[config.mk]
export PLATFORM = sky130hd
export DESIGN_NAME = sigma_delta_adc_capture
export DESIGN_NICKNAME = d
export VERILOG_FILES = /design/src/rtl/sigma_delta_adc_capture.sv
export SDC_FILE = /design/constraint.sdc
export NUM_CORES = 1
export LEC_CHECK = 0
export CAP_MARGIN = 30
export CORE_AREA = 10 10 159 161
export CTS_CLUSTER_SIZE = 8
export DETAILED_ROUTE_END_ITERATION = 8
export DIE_AREA = 0 0 169 171
export SLEW_MARGIN = 20
export SYNTH_ARGS = -nofsm -noshare
export SYNTH_HDL_FRONTEND = slang
export SYNTH_SLANG_ARGS = --single-unit
[constraint.sdc]
create_clock -name clk -period 3.4 [get_ports clk]
set_clock_uncertainty 0.1 [all_clocks]
set_input_delay 0.34 -clock clk [delete_from_list [all_inputs] [get_ports clk]]
set_output_delay 0.34 -clock clk [all_outputs]
set_load 0.05 [all_outputs]
[src/rtl/sigma_delta_adc_capture.sv]
// sigma_delta_adc_capture
// Captures a DEPTH-sample window of the decimated sigma-delta ADC stream around
// a trigger event and replays it oldest-first on a valid/ready stream.
//
// Ports:
//   clk          - single clock for all logic
//   rst          - asynchronous, active-low reset
//   adc_output   - decimated ADC sample (unsigned), qualified by adc_valid
//   adc_valid    - one-cycle strobe for adc_output
//   arm          - starts a capture; only honoured in IDLE
//   force_trig   - unconditional trigger; only honoured in ARMED
//   trig_level   - rising-crossing threshold
//   out_data     - replayed sample
//   out_valid    - out_data is valid
//   out_ready    - downstream accepts out_data
//   out_last     - marks the final beat of the window
//   busy         - high whenever the block is not IDLE
//   done         - one-cycle pulse after the final handshake
module sigma_delta_adc_capture #(
    parameter int WDTH  = 2,
    parameter int DEPTH = 64,
    parameter int PRE   = 16
) (
    input  logic            clk,
    input  logic            rst,
    input  logic [WDTH-1:0] adc_output,
    input  logic            adc_valid,
    input  logic            arm,
    input  logic            force_trig,
    input  logic [WDTH-1:0] trig_level,
    output logic [WDTH-1:0] out_data,
    output logic            out_valid,
    input  logic            out_ready,
    output logic            out_last,
    output logic            busy,
    output logic            done
);

    localparam int AW = $clog2(DEPTH);
    localparam int CW = AW + 1;

    localparam logic [CW-1:0] PRE_C   = CW'(PRE);
    localparam logic [CW-1:0] POST_C  = CW'(DEPTH - PRE);
    localparam logic [CW-1:0] DEPTH_C = CW'(DEPTH);
    localparam logic [CW-1:0] LAST_C  = CW'(DEPTH - 1);
    localparam logic [CW-1:0] ONE_C   = {{(CW-1){1'b0}}, 1'b1};
    localparam logic [AW-1:0] ONE_A   = {{(AW-1){1'b0}}, 1'b1};
    localparam logic [AW-1:0] PRE_A   = AW'(PRE);

    typedef enum logic [2:0] {
        ST_IDLE    = 3'd0,
        ST_PREFILL = 3'd1,
        ST_ARMED   = 3'd2,
        ST_POST    = 3'd3,
        ST_DUMP    = 3'd4
    } state_e;

    state_e state_q, state_d;

    logic [WDTH-1:0] mem [DEPTH];

    logic [AW-1:0]   wptr_q, wptr_d;
    logic [CW-1:0]   cnt_q, cnt_d;
    logic [WDTH-1:0] prev_q, prev_d;
    logic            prev_valid_q, prev_valid_d;
    logic            force_pend_q, force_pend_d;
    logic [AW-1:0]   trig_addr_q, trig_addr_d;

    logic [AW-1:0]   rd_ptr_q, rd_ptr_d;
    logic [CW-1:0]   issued_q, issued_d;
    logic [WDTH-1:0] out_data_q, out_data_d;
    logic            out_valid_q, out_valid_d;
    logic            out_last_q, out_last_d;
    logic            done_q, done_d;
    logic            busy_q, busy_d;

    logic            accept_s;
    logic            cross_s;
    logic            trig_s;
    logic            last_hs_s;
    logic            arm_s;
    logic            load_s;
    logic [CW-1:0]   cnt_inc_s;
    logic [WDTH-1:0] rd_word_s;

    assign accept_s  = adc_valid && ((state_q == ST_PREFILL) || (state_q == ST_ARMED) ||
                                     (state_q == ST_POST));
    assign cross_s   = prev_valid_q && (prev_q < trig_level) && (adc_output >= trig_level);
    // A pending force fires on the first sample at or after the cycle it was seen.
    assign trig_s    = (state_q == ST_ARMED) && adc_valid && (cross_s || force_trig || force_pend_q);
    assign last_hs_s = (state_q == ST_DUMP) && out_valid_q && out_ready && out_last_q;
    // The cycle carrying the done pulse is already IDLE but must not re-arm.
    assign arm_s     = arm && !done_q;
    assign cnt_inc_s = cnt_q + ONE_C;
    assign rd_word_s = mem[rd_ptr_q];
    // Refill the output register whenever it is empty or being consumed this cycle.
    assign load_s    = (state_q == ST_DUMP) && (issued_q != DEPTH_C) && (!out_valid_q || out_ready);

    // State register.
    always_ff @(posedge clk or negedge rst) begin
        if (!rst) begin
            state_q <= ST_IDLE;
        end else begin
            state_q <= state_d;
        end
    end

    // Next-state logic.
    always_comb begin
        state_d = state_q;
        case (state_q)
            ST_IDLE: begin
                if (arm_s) state_d = ST_PREFILL;
                else       state_d = ST_IDLE;
            end
            ST_PREFILL: begin
                if (adc_valid && (cnt_inc_s == PRE_C)) state_d = ST_ARMED;
                else                                   state_d = ST_PREFILL;
            end
            ST_ARMED: begin
                if (trig_s) state_d = ST_POST;
                else        state_d = ST_ARMED;
            end
            ST_POST: begin
                if (adc_valid && (cnt_inc_s == POST_C)) state_d = ST_DUMP;
                else                                    state_d = ST_POST;
            end
            ST_DUMP: begin
                if (last_hs_s) state_d = ST_IDLE;
                else           state_d = ST_DUMP;
            end
            default: state_d = ST_IDLE;
        endcase
    end

    // Sample memory write port; contents need no reset.
    always_ff @(posedge clk) begin
        if (accept_s) begin
            mem[wptr_q] <= adc_output;
        end
    end

    // Capture-side next state: write pointer, sample counter, previous sample, trigger address.
    always_comb begin
        wptr_d       = wptr_q;
        cnt_d        = cnt_q;
        prev_d       = prev_q;
        prev_valid_d = prev_valid_q;
        force_pend_d = force_pend_q;
        trig_addr_d  = trig_addr_q;
        if (accept_s) begin
            wptr_d       = wptr_q + ONE_A;
            prev_d       = adc_output;
            prev_valid_d = 1'b1;
        end else begin
            wptr_d = wptr_q;
        end
        case (state_q)
            ST_IDLE: begin
                cnt_d        = {CW{1'b0}};
                prev_valid_d = 1'b0;
                force_pend_d = 1'b0;
            end
            ST_PREFILL: begin
                // The counter restarts at zero on entry to ARMED.
                if (adc_valid) cnt_d = (cnt_inc_s == PRE_C) ? {CW{1'b0}} : cnt_inc_s;
                else           cnt_d = cnt_q;
            end
            ST_ARMED: begin
                if (trig_s) begin
                    cnt_d        = ONE_C;
                    trig_addr_d  = wptr_q;
                    force_pend_d = 1'b0;
                end else if (force_trig) begin
                    force_pend_d = 1'b1;
                end else begin
                    force_pend_d = force_pend_q;
                end
            end
            ST_POST: begin
                if (adc_valid) cnt_d = cnt_inc_s;
                else           cnt_d = cnt_q;
            end
            ST_DUMP: begin
                cnt_d = {CW{1'b0}};
            end
            default: begin
                cnt_d = {CW{1'b0}};
            end
        endcase
    end

    // Capture-side registers.
    always_ff @(posedge clk or negedge rst) begin
        if (!rst) begin
            wptr_q       <= {AW{1'b0}};
            cnt_q        <= {CW{1'b0}};
            prev_q       <= {WDTH{1'b0}};
            prev_valid_q <= 1'b0;
            force_pend_q <= 1'b0;
            trig_addr_q  <= {AW{1'b0}};
        end else begin
            wptr_q       <= wptr_d;
            cnt_q        <= cnt_d;
            prev_q       <= prev_d;
            prev_valid_q <= prev_valid_d;
            force_pend_q <= force_pend_d;
            trig_addr_q  <= trig_addr_d;
        end
    end

    // Replay-side next state and registered outputs.
    always_comb begin
        rd_ptr_d    = rd_ptr_q;
        issued_d    = issued_q;
        out_data_d  = out_data_q;
        out_valid_d = out_valid_q;
        out_last_d  = out_last_q;
        if (state_q != ST_DUMP) begin
            // Keep the read pointer parked at the window start so DUMP begins reading at once.
            rd_ptr_d    = trig_addr_q - PRE_A;
            issued_d    = {CW{1'b0}};
            out_valid_d = 1'b0;
            out_last_d  = 1'b0;
        end else if (load_s) begin
            out_data_d  = rd_word_s;
            out_valid_d = 1'b1;
            out_last_d  = (issued_q == LAST_C);
            rd_ptr_d    = rd_ptr_q + ONE_A;
            issued_d    = issued_q + ONE_C;
        end else if (out_ready) begin
            out_valid_d = 1'b0;
            out_last_d  = 1'b0;
        end else begin
            out_valid_d = out_valid_q;
        end
        done_d = last_hs_s;
        busy_d = (state_d != ST_IDLE);
    end

    // Replay-side registers.
    always_ff @(posedge clk or negedge rst) begin
        if (!rst) begin
            rd_ptr_q    <= {AW{1'b0}};
            issued_q    <= {CW{1'b0}};
            out_data_q  <= {WDTH{1'b0}};
            out_valid_q <= 1'b0;
            out_last_q  <= 1'b0;
            done_q      <= 1'b0;
            busy_q      <= 1'b0;
        end else begin
            rd_ptr_q    <= rd_ptr_d;
            issued_q    <= issued_d;
            out_data_q  <= out_data_d;
            out_valid_q <= out_valid_d;
            out_last_q  <= out_last_d;
            done_q      <= done_d;
            busy_q      <= busy_d;
        end
    end

    assign out_data  = out_data_q;
    assign out_valid = out_valid_q;
    assign out_last  = out_last_q;
    assign done      = done_q;
    assign busy      = busy_q;

endmodule

==> results, run 1 <==
- The net count of the finished layout is 583.
- Headroom to the max-slew limit came out at between 50% and 60%.
- For this run, global-route usage on met3 was measured as under 10%.
- Cells with a size suffix above 1 make up between 10 and 15% of the layout.
- STA classifies the critical path startpoint as a flip-flop.
- The path class of the tightest hold or removal check is primary input to asynchronous set/reset pin.
- The floorplan has 55 rows.
- The source-to-sink clock delay at the later pin of the worst-skew pair is 0.43 ns.
- After detailed routing, the total wire length is between 15,000 and 20,000 um.
- The number of setup violations in the final report is 0.
- The number of buffer and inverter instances along the worst setup path is 1.
- The global-route wire length before repair is between 20,000 and 30,000 um.
- For this design, the sink count on the clock tree is 173.
- The global-route met1 utilization is between 15 and 20%.
- The library cell used most frequently in the layout, excluding fill and tap cells, is edfxtp_1.
- The area fraction of the dominant cell type after synthesis is roughly 50%.
- The routed layout has around 4,500 vias.
- The number of distinct standard cells referenced by the synthesized netlist is 56.
- During synthesis, Yosys emitted a total of 0 warnings.
- Post-CTS repair changed the size of 0 cells.
- The largest stage delay on the critical path is just over 0.8 ns.
- Sorting the synthesized cells by area gives the leading types as edfxtp_1 50%, dfrtp_1 15%, mux4_2 5.3%.
- The growth of design area from synthesis to finish is 13.91%.
- The total congestion overflow after global routing is 0.
- The required arrival time at the worst endpoint is roughly 3.6 ns.
- The iteration-0 DRC count of the detailed router is 463.
- TritonCTS built the clock tree.
- The max-cap violation count is 0.
- The number of enable-type register cells in the synthesized netlist is around 130.
- The count of buffers added on input and output ports is 15.
- In the layout the commonest cells are 128 x edfxtp_1, 87 x nor2_1, 44 x dfrtp_1.
- The worst slack after detailed placement is roughly 0.60 ns.
- The post-detailed-route wirelength per cell is 19.53 um.
- Synthesis inferred about 170 register bits.
- The die is ~170 um wide.
- In the synthesized netlist, the number of instances is ~540.
- In the global route stage, met2 resource usage came out at around a fifth.
- The floorplan step defined a core boundary enclosing between 20,000 and 25,000 um^2.
- The flow ran to the end, and the final reports show no timing, DRC or antenna violations.
- The average footprint of a synthesized cell is 14.10 um^2.
- The signal on the critical path passes through buf_4 > mux4_1 > nor2_1 > a31oi_1 > a221oi_1 > a311oi_1 > a211o_1.
- The pre-antenna-repair detailed-routing pass consisted of 5 iterations.
- The largest buffer count on any clock path is 2.
- For the worst setup path, the data arrival time is ~3.0 ns.
- The share of the cycle needed by the critical path after routing is 81.06%.
- The largest net degree at the start of global routing is 66.
- Clock-pin slew was measured on the worst setup and hold paths at approximately 0.07 ns.
- The sequential area share after synthesis is between 60% and 70%.
- The wire-length estimate of the detail-placed layout is roughly 11,000 um.
- The count of H-tree levels built during CTS is 4.
- Along the worst path, the maximum fanout reaches 14.
- The global placement routability congestion is around 0.81.
- The via count of the first global-routing pass was 4,679.
- The type of the worst setup path is flip-flop to flip-flop.
- For this run, asynchronously set or reset flops after synthesis account for 26.01%.
- The most used flip-flop cell after synthesis is edfxtp_1.
- After global routing, the most crowded layer is met2.
- Counting the buffers created by CTS gives 17.
- The filler cells instantiated in the layout total roughly 2,100.
- The overall power consumption is about 6.4 mW.
- The synthesized cell area is about 7600 um^2.
- The per-cell via count in the routed design is between 5 and 6.
- The least setup slack across all paths after layout is 0.6440 ns.
- The beginning of the worst register-to-register path is rd_ptr_q[0].
- In this run the clock root is driven by a clkbuf_16.
- The hold violation count in the final report is 0.
- Static timing analysis puts the maximum clock frequency at around 0.36 GHz.
- The depth of the worst register-to-register path is 7.
- The power density normalized to cell area is ~730 nW/um^2.
- The number of nets still failing antenna checks after routing is 0.
- The initial antenna violation count is 0.
- The cell at the slowest stage of the critical path is dfrtp_1.
- For the finished layout, the period the worst path requires is 2.756 ns.
- Once the floorplan was initialized, standard cells occupied 34.39% of the core.
- The summed negative setup slack over all endpoints is 0 ns.
- At the pin with the least slew margin, the transition time is about 0.73 ns.
- The area of the die is 28,900 um^2.
- Across every metal layer, demand over resource in global routing totals a little under an eighth.
- The final-report max-slew violation count is 0.
- The capturing element type of the critical path is a flip-flop.
- The DRC violation count after routing is 0.
- The cell type contributing the most total cell area after synthesis is edfxtp_1.
- The number of nets handed over by synthesis was 561.
- The endpoint of the worst-slack reg-to-reg timing path is out_data[0].
- The worst vdd rail ir drop is 0.0003946 V.
- The y dimension of the die is about 170 um.
- The internal reg-to-reg setup slack is roughly 0.64 ns.
- The category of cells accounting for the largest share of critical-path delay is flip-flops.
- The analysis attributes to cell leakage a power of about 3 nW.
- 16 I/O pins were placed.
- Setup repair after global routing left no endpoint under its margin.
- The number of antenna cells inserted is 0.
-- synth_stat cells (all sizes together), types with 9 or more instances --
library cell / n
clkbuf: 15
ha: 9
nand3: 15
mux2: 11
a21oi: 11
o21ai: 10
nand2: 41
nor2: 87
mux4: 28
inv: 9
mux2i: 18
a31oi: 12
buf: 15
edfxtp: 128
dfrtp: 45
-- registers in the layout, indices dropped and copies added (netlist names), 2 cells and up --
signal / cells
out_data: 2
prev_q: 2
state_q: 3
wptr_q: 6
rd_ptr_q: 6
trig_addr_q: 6
cnt_q: 7
mem: 128
issued_q: 7
-- metrics by stage --
stage	cells	hold WS [ns]	util (%)	cell area (um^2)
final	861	0.2550	39.18	8708
after global routing	861	0.2830	39.18	8708
after CTS	861	0.2585	39.18	8708
after detailed placement	829	0.1853	36.50	8114
after global placement	828	0.3702	36.41	8094
after floorplan	542	-0.05559	-	7645
-- timing repair --
item / 4_1_cts / 5_1_grt
endpoints found under the hold margin: 14 / 0
setup buffers: 0 / 0
hold buffers: 1 / 0
-- worst max-delay path by stage --
stage / startpoint / endpoint / depth (start not counted)
2_1_floorplan: adc_output[0] / cnt_q[5] / 7
3_3_place_gp: rd_ptr_q[0] / out_data[0] / 7
3_5_place_dp: adc_valid / mem[19][1] / 5
4_1_cts: rd_ptr_q[0] / out_data[0] / 7
5_1_grt: rd_ptr_q[0] / out_data[0] / 7
6_report: rd_ptr_q[0] / out_data[0] / 7
-- worst reg2reg max path, delay by kind of cell, from the launching register on --
family / cells / cell delay, ns
flops: 1 / 0.81
mux: 1 / 0.55
buf+inv: 1 / 0.32
simple gates: 1 / 0.13
compound gates: 4 / 0.73
-- report_power, final --
part | internal, mW | switching (mW) | leakage [nW] | total [mW]
sequential | 2.48 | 0.420 | 1.72 | 2.90
combinational | 0.765 | 0.798 | 1.00 | 1.56
clock | 1.09 | 0.848 | 0.275 | 1.94
-- final cells by class --
type	count	area [um^2]	area share, %
Sequential cell	173	4971	57.08
Multi-Input combinational cell	329	2474	28.41
Tap cell	285	356.6	4.095
Timing Repair Buffer	33	285.3	3.276
Inverter	10	37.54	0.4310
Clock inverter	14	158.9	1.825
Clock buffer	17	425.4	4.885
-- cells by family after synthesis --
logic type / count (synthesis) / share of synthesized area, %
simple gates: 187 / 11.11
compound gates: 61 / 5.336
mux: 57 / 12.72
fa+ha+maj: 9 / 1.473
flops: 173 / 65.01
xor+xnor: 15 / 1.719
buf+inv: 40 / 2.635
-- metal layers --
layer  vias up  routed length (um)
met2       100                8348
met5         -                   0
met4         0                 283
met3        21                 753
li1       2081                   -
met1      2330                7431
(Power assumes the default switching activity.)
==> inputs of run 2 (changes only) <==
==> constraint.sdc (replaced) <==
create_clock -name clk -period 2.5 [get_ports clk]
set_clock_uncertainty 0.1 [all_clocks]
set_input_delay 0.25 -clock clk [delete_from_list [all_inputs] [get_ports clk]]
set_output_delay 0.25 -clock clk [all_outputs]
set_load 0.05 [all_outputs]
==> results, run 2 (synthesis gave the netlist of run 1 again) <==
- The leakage power total is 3.069 nW (was 2.994 nW).
- The area of the placeable core is 22,230 um^2 (unchanged).
- The count of fill cells added during filler insertion is 2,036 (was 2,066).
- The worst vdd rail ir drop is 0.0004452 V (was 0.0003946 V).
- The nature of the critical path startpoint is a flip-flop (unchanged).
- The endpoint of the worst-slack reg-to-reg timing path is out_data[1] (was out_data[0]).
- The transition time of the tightest slew-check pin came to 0.6326 ns (was 0.7302 ns).
- The total congestion overflow after global routing was 0 (unchanged).
- The class of the most critical hold timing path is primary input to asynchronous set/reset pin (unchanged).
- The ratio of cells with drive above 1 in the final layout is 15.99% (was 14.76%).
- The final standard cell count with taps included and fillers excluded is 873 (was 861).
- The overall via count from detail_route is 4,563 (was 4,532).
- The summed negative setup slack over all endpoints is 0 ns (unchanged).
- The global-route usage over all layers is 12.24% (was 11.84%).
- The count of input and output buffers was 15 (unchanged).
- The clock-pin slew on the worst setup and hold paths was 0.07 ns (about the same).
- The power density normalized to cell area came to 1001 nW/um^2 (was 734.8 nW/um^2).
- The number of setup violations in the final report came to 0 (unchanged).
- The number of CTS-inserted buffers is 17 (unchanged).
- The floorplan row count was 55 (unchanged).
- The cell at the root of the clock tree is clkbuf_16 (unchanged).
- The beginning of the worst register-to-register path is rd_ptr_q[0] (unchanged).
- The number of optimization iterations in the first detailed-route pass is 5 (unchanged).
- The largest net degree at the start of global routing is 66 (unchanged).
- The maximum net fanout on the critical path is 23 (was 14).
- The per-cell via count in the routed design came to 5.227 (was 5.264).
- The count of H-tree levels built during CTS is 4 (unchanged).
- The largest buffer count on any clock path is 2 (unchanged).
- The flip-flop count of the largest register, all copies and words added is 128 (unchanged).
- The iteration-0 DRC count of the detailed router is 458 (was 463).
- The global placement routability congestion was 0.7606 (was 0.8081).
- The worst max-slew margin expressed relative to the limit came to 57.83% (was 51.32%).
- The net count of the finished layout came to 596 (was 583).
- The data arrival time of the critical path is 2.62 ns (was 2.98 ns).
- The DRC violation count after routing is 0 (unchanged).
- The number of buffers added for setup after CTS is 0 (unchanged).
- The required arrival time at the worst endpoint is 2.72 ns (was 3.62 ns).
- The y dimension of the die was 171 um (unchanged).
- The depth of the worst register-to-register path is 6 (was 7).
- The post-detailed-route wirelength per cell is 19.46 um (was 19.53 um).
- The overall power consumption is 8.849 mW (was 6.399 mW).
- The hold violation count in the final report is 0 (unchanged).
- The global-route wire length before repair is 27,010 um (was 26,460 um).
- Registers with the most flip-flops: mem x128, cnt_q x7, issued_q x7 (unchanged).
- The clock sink count came to 173 (unchanged).
- The number of nets still failing antenna checks after routing came to 0 (unchanged).
- The initial core utilization came to 34.39% (unchanged).
- The die width is 169 um (unchanged).
- The growth of design area from synthesis to finish is 15.66% (was 13.91%).
- The final core area utilization was 39.78% (was 39.18%).
- The area of the die is 28,900 um^2 (unchanged).
- The post-route standard cell area excluding fillers came to 8842 um^2 (was 8708 um^2).
- The type of the worst setup path is flip-flop to flip-flop (unchanged).
- The capturing element type of the critical path is a flip-flop (unchanged).
- The post-detailed-placement cell area is 8249 um^2 (was 8114 um^2).
- The initial antenna violation count is 0 (unchanged).
- The number of antenna cells inserted was 0 (unchanged).
- The placed instance count is 842 (was 829).
- The max-cap violation count is 0 (unchanged).
- The total length of routed wires is 16,990 um (was 16,820 um).
- The top achievable clock speed came to 0.4153 GHz (was 0.3628 GHz).
- The final-report max-slew violation count is 0 (unchanged).
- The register with the highest flop count was mem (unchanged).
- Outcome: finished clean (unchanged).
- The clock tree from TritonCTS was built (unchanged).
- The share of the cycle needed by the critical path after routing is 96.32% (was 81.06%).
- The internal reg-to-reg setup slack is 0.09 ns (was 0.64 ns).
- The half-perimeter wire length of the detailed placement result is 11,180 um (was 10,810 um).
- The source-to-sink clock delay at the later pin of the worst-skew pair is 0.43 ns (about the same).
- Unrepaired setup endpoints after global routing: false (unchanged).
- Highest-count cells in the layout ignoring fill and taps: 128 x edfxtp_1, 87 x nor2_1, 44 x dfrtp_1 (unchanged).
- The number of placed I/O pins is 16 (unchanged).
- The minimum period implied by the final worst setup slack is 2.408 ns (was 2.756 ns).
- The via count of the first global-routing pass is 4,757 (was 4,679).
- The most common cell after layout, fill and taps aside is edfxtp_1 (unchanged).
run 2: cell type report:
type,instances,area (um^2),area share [%]
Clock buffer,18,429.2,4.854
Clock inverter,12,147.6,1.670
Inverter,10,37.54,0.4245
Multi-Input combinational cell,329,2480,28.05
Sequential cell,173,4971,56.22
Tap cell,285,356.6,4.033
Timing Repair Buffer,46,420.4,4.754
run 2: per-layer routing:
layer / up-vias / global-route usage (%) / routed length, um
met5: - / 0 / 0
met4: 0 / 5.966 / 570
met3: 35 / 2.592 / 658
met2: 95 / 20.11 / 8413
met1: 2326 / 15.05 / 7347
li1: 2107 / - / -
run 2: how the worst max path moves through the flow:
stage                             start        endpoint  slack [ns]  cells after the start
after floorplan             rd_ptr_q[0]     out_data[1]        0.32                      7
after global placement    trig_level[1]  trig_addr_q[0]        0.13                      8
after detailed placement  trig_level[1]  trig_addr_q[2]        0.09                      8
after CTS                   rd_ptr_q[0]     out_data[1]        0.08                      6
after global routing        rd_ptr_q[0]     out_data[1]        0.02                      6
final                       rd_ptr_q[0]     out_data[1]        0.09                      6
run 2: worst max-delay path: stages, from the launching register on:
cell,delay (ns)
dfrtp_1,0.42
buf_12,0.22
mux4_1,0.61
mux4_2,0.49
nor2b_1,0.12
a2111oi_0,0.06
a211o_1,0.28
run 2: stage by stage:
step | hold slack (ns) | setup WS, ns
floorplan | -0.1456 | 0.3208
global placement | 0.1334 | 0.1251
detailed placement | 0.1374 | 0.08965
CTS | 0.2253 | 0.08119
global route | 0.2587 | 0.02286
finish | 0.2154 | 0.09191
run 2: timing repair:
action,4_1_cts,5_1_grt
endpoints found under the setup margin,0,1
resized for setup,0,1
hold buffers,1,0
hold endpoints to repair,19,0
run 2: where the power goes:
part | internal, mW | total [mW] | switching, mW | leakage [nW]
registers | 3.37 | 3.79 | 0.420 | 1.72
logic | 1.16 | 2.44 | 1.28 | 1.08
clock network | 1.55 | 2.62 | 1.06 | 0.275
total | 6.09 | 8.85 | 2.76 | 3.07
==> inputs of run 3 (changes only) <==
--- a/config.mk
+++ b/config.mk
@@ -7,6 +7,7 @@
 export LEC_CHECK = 0
 export CAP_MARGIN = 30
 export CORE_AREA = 10 10 159 161
+export CTS_BUF_LIST = sky130_fd_sc_hd__clkbuf_2
 export CTS_CLUSTER_SIZE = 8
 export DETAILED_ROUTE_END_ITERATION = 8
 export DIE_AREA = 0 0 169 171
==> results, run 3 (synthesis gave the netlist of run 1 again) <==
- Outcome: finished clean (unchanged).
- The count of fill cells added during filler insertion is 2,093 (was 2,036).
- The minimum period implied by the final worst setup slack is 2.407 ns (was 2.408 ns).
- The most common cell after layout, fill and taps aside is edfxtp_1 (unchanged).
- The register share of total power is 48.8% (was 42.9%).
- The global-route met1 utilization is 14.94% (was 15.05%).
- The worst slack after detailed placement is 0.08965 ns (unchanged).
- The summed negative setup slack over all endpoints was 0 ns (unchanged).
- The max-cap violation count is 0 (unchanged).
- The number of setup violations in the final report is 0 (unchanged).
- The depth of the worst register-to-register path is 6 (unchanged).
- The clock-pin slew on the worst setup and hold paths came to 0.26 ns (was 0.07 ns).
- The critical path startpoint is rd_ptr_q[0] (unchanged).
- The y dimension of the die is 171 um (unchanged).
- The capturing element type of the critical path is a flip-flop (unchanged).
- The data arrival time of the critical path is 2.97 ns (was 2.62 ns).
- The count of input and output buffers is 15 (unchanged).
- The area of the die is 28,900 um^2 (unchanged).
- The layer with the highest usage is met2 (unchanged).
- The worst max-slew margin expressed relative to the limit is 57.04% (was 57.83%).
- The number of placed I/O pins is 16 (unchanged).
- The overall via count from detail_route was 4,568 (was 4,563).
- The part of the power in combinational logic was 32.0% (was 27.6%).
- The required arrival time at the worst endpoint is 3.07 ns (was 2.72 ns).
- The net load switching power is 2.650 mW (was 2.761 mW).
- The per-cell via count in the routed design is 5.185 (was 5.227).
- The leakage power total is 2.971 nW (was 3.069 nW).
- The cell at the slowest stage of the critical path is mux4_1 (unchanged).
- The initial core utilization came to 34.39% (unchanged).
- The global-route wire length before repair was 27,020 um (was 27,010 um).
- The number of nets still failing antenna checks after routing came to 0 (unchanged).
- The met3 global-route usage is 2.891% (was 2.592%).
- The largest stage delay on the critical path is 0.60 ns (was 0.61 ns).
- The class of the most critical hold timing path is primary input to flip-flop (was primary input to asynchronous set/reset pin).
- The global placement routability congestion is 0.7606 (unchanged).
- The cell at the root of the clock tree is clkbuf_2 (was clkbuf_16).
- The internal reg-to-reg setup slack is 0.09 ns (about the same).
- The end of the worst hold path is mem[50][0].
- Along the worst hold path, the cell count comes to 2.
- The number of optimization iterations in the first detailed-route pass came to 5 (unchanged).
- The iteration-0 DRC count of the detailed router is 413 (was 458).
- The category of cells accounting for the largest share of critical-path delay was multiplexers (unchanged).
- The met2 usage in global routing is 20.17% (was 20.11%).
- The transition time of the tightest slew-check pin came to 0.6444 ns (was 0.6326 ns).
- The number of buffer and inverter instances along the worst setup path is 1 (unchanged).
- The count of H-tree levels built during CTS is 4 (unchanged).
- Cell Chain, Critical Path: buf_12 > mux4_1 > mux4_2 > nor2b_1 > a2111oi_0 > a211o_1 (unchanged).
- The hold path startpoint is adc_output[0].
- The floorplan row count is 55 (unchanged).
- The top achievable clock speed is 0.4155 GHz (was 0.4153 GHz).
- The die width is 169 um (unchanged).
- The largest net degree at the start of global routing is 66 (unchanged).
- The DRC violation count after routing is 0 (unchanged).
- The initial antenna violation count is 1 (was 0).
- The nature of the critical path startpoint was a flip-flop (unchanged).
- Unrepaired setup endpoints after global routing: false (unchanged).
- The beginning of the worst register-to-register path was rd_ptr_q[0] (unchanged).
- The global-route usage over all layers is 12.17% (was 12.24%).
- The largest buffer count on any clock path is 2 (unchanged).
- The worst vdd rail ir drop was 0.0003008 V (was 0.0004452 V).
- The source-to-sink clock delay at the later pin of the worst-skew pair is 0.75 ns (was 0.43 ns).
- The register with the highest flop count is mem (unchanged).
- The type of the worst setup path is flip-flop to flip-flop (unchanged).
- The number of CTS-inserted buffers is 17 (unchanged).
- The post-detailed-route wirelength per cell is 19.34 um (was 19.46 um).
- The overall power consumption came to 7.769 mW (was 8.849 mW).
- The relative contribution of the clock network to total power is 19.2% (was 29.6%).
- The clock tree from TritonCTS is built (unchanged).
- The power density normalized to cell area is 903.6 nW/um^2 (was 1001 nW/um^2).
- The via count of the first global-routing pass came to 4,788 (was 4,757).
- The clock sink count came to 173 (unchanged).
- The total length of routed wires is 17,040 um (was 16,990 um).
- The half-perimeter wire length of the detailed placement result is 11,180 um (unchanged).
- The ratio of cells with drive above 1 in the final layout is 16.47% (was 15.99%).
- Highest-count cells in the layout ignoring fill and taps: 128 x edfxtp_1, 87 x nor2_1, 43 x dfrtp_1 (was 128 x edfxtp_1, 87 x nor2_1, 44 x dfrtp_1).
- The area of the placeable core was 22,230 um^2 (unchanged).
- The least setup slack across all paths after layout is 0.09304 ns (was 0.09191 ns).
- The flip-flop count of the largest register, all copies and words added is 128 (unchanged).
- The hold violation count in the final report was 0 (unchanged).
- The switching share of power is 34.12% (was 31.20%).
- The internal power component is 5.118 mW (was 6.088 mW).
- The net count of the finished layout is 603 (was 596).
- The final-report max-slew violation count is 0 (unchanged).
- Registers with the most flip-flops: mem x128, cnt_q x7, issued_q x7 (unchanged).
- The total congestion overflow after global routing is 0 (unchanged).
- The share of the cycle needed by the critical path after routing came to 96.28% (was 96.32%).
- The growth of design area from synthesis to finish is 12.46% (was 15.66%).
- The endpoint of the worst-slack reg-to-reg timing path is out_data[1] (unchanged).
- The maximum net fanout on the critical path was 12 (was 23).
-- run 3: power by group through the flow --
stage | combinational (mW) | sequential, mW | clock [mW]
after floorplan | 1.94 | 3.56 | 0
after global placement | 2.41 | 3.83 | 0
after detailed placement | 2.46 | 3.84 | 0
after CTS | 2.47 | 3.78 | 1.52
after global routing | 2.73 | 3.85 | 1.65
final | 2.48 | 3.79 | 1.49
-- run 3: worst max-delay path by stage --
stage                                 to  cells past startpoint
after floorplan              out_data[1]                      7
after global placement    trig_addr_q[0]                      8
after detailed placement  trig_addr_q[2]                      8
after CTS                    out_data[1]                      6
after global routing           out_valid                      1
final                        out_data[1]                      6
-- run 3: layout make-up --
cell class	count	area, um^2	share of cell area [%]
Sequential cell	173	4972	57.84
Multi-Input combinational cell	329	2480	28.85
Timing Repair Buffer	53	510.5	5.938
Tap cell	285	356.6	4.148
Clock inverter	12	147.6	1.717
Clock buffer	18	90.09	1.048
Inverter	10	37.54	0.4366
Antenna cell	1	2.502	0.02911
-- run 3: repair_timing --
| action | CTS | global route |
|---|---|---|
| gates resized for setup | 0 | 2 |
| hold buffers | 6 | 0 |
| endpoints found under the hold margin | 48 | 0 |
| buffers inserted | 0 | 0 |
| endpoints found under the setup margin | 0 | 3 |
-- run 3: per-layer routing --
layer | vias up | part of all wire (%)
met2 | 114 | 50
li1 | 2121 | -
met5 | - | 0
met3 | 25 | 4.9
met1 | 2308 | 42
met4 | 0 | 2.8
-- run 3: through the flow --
step	hold WS (ns)	utilization (%)	area, um^2	std cells
detailed placement	0.1374	37.11	8249	842
CTS	0.08444	38.45	8547	878
floorplan	-0.1456	-	7645	542
global route	0.06113	38.68	8597	881
global placement	0.1334	37.11	8249	842
finish	0.1179	38.68	8597	881
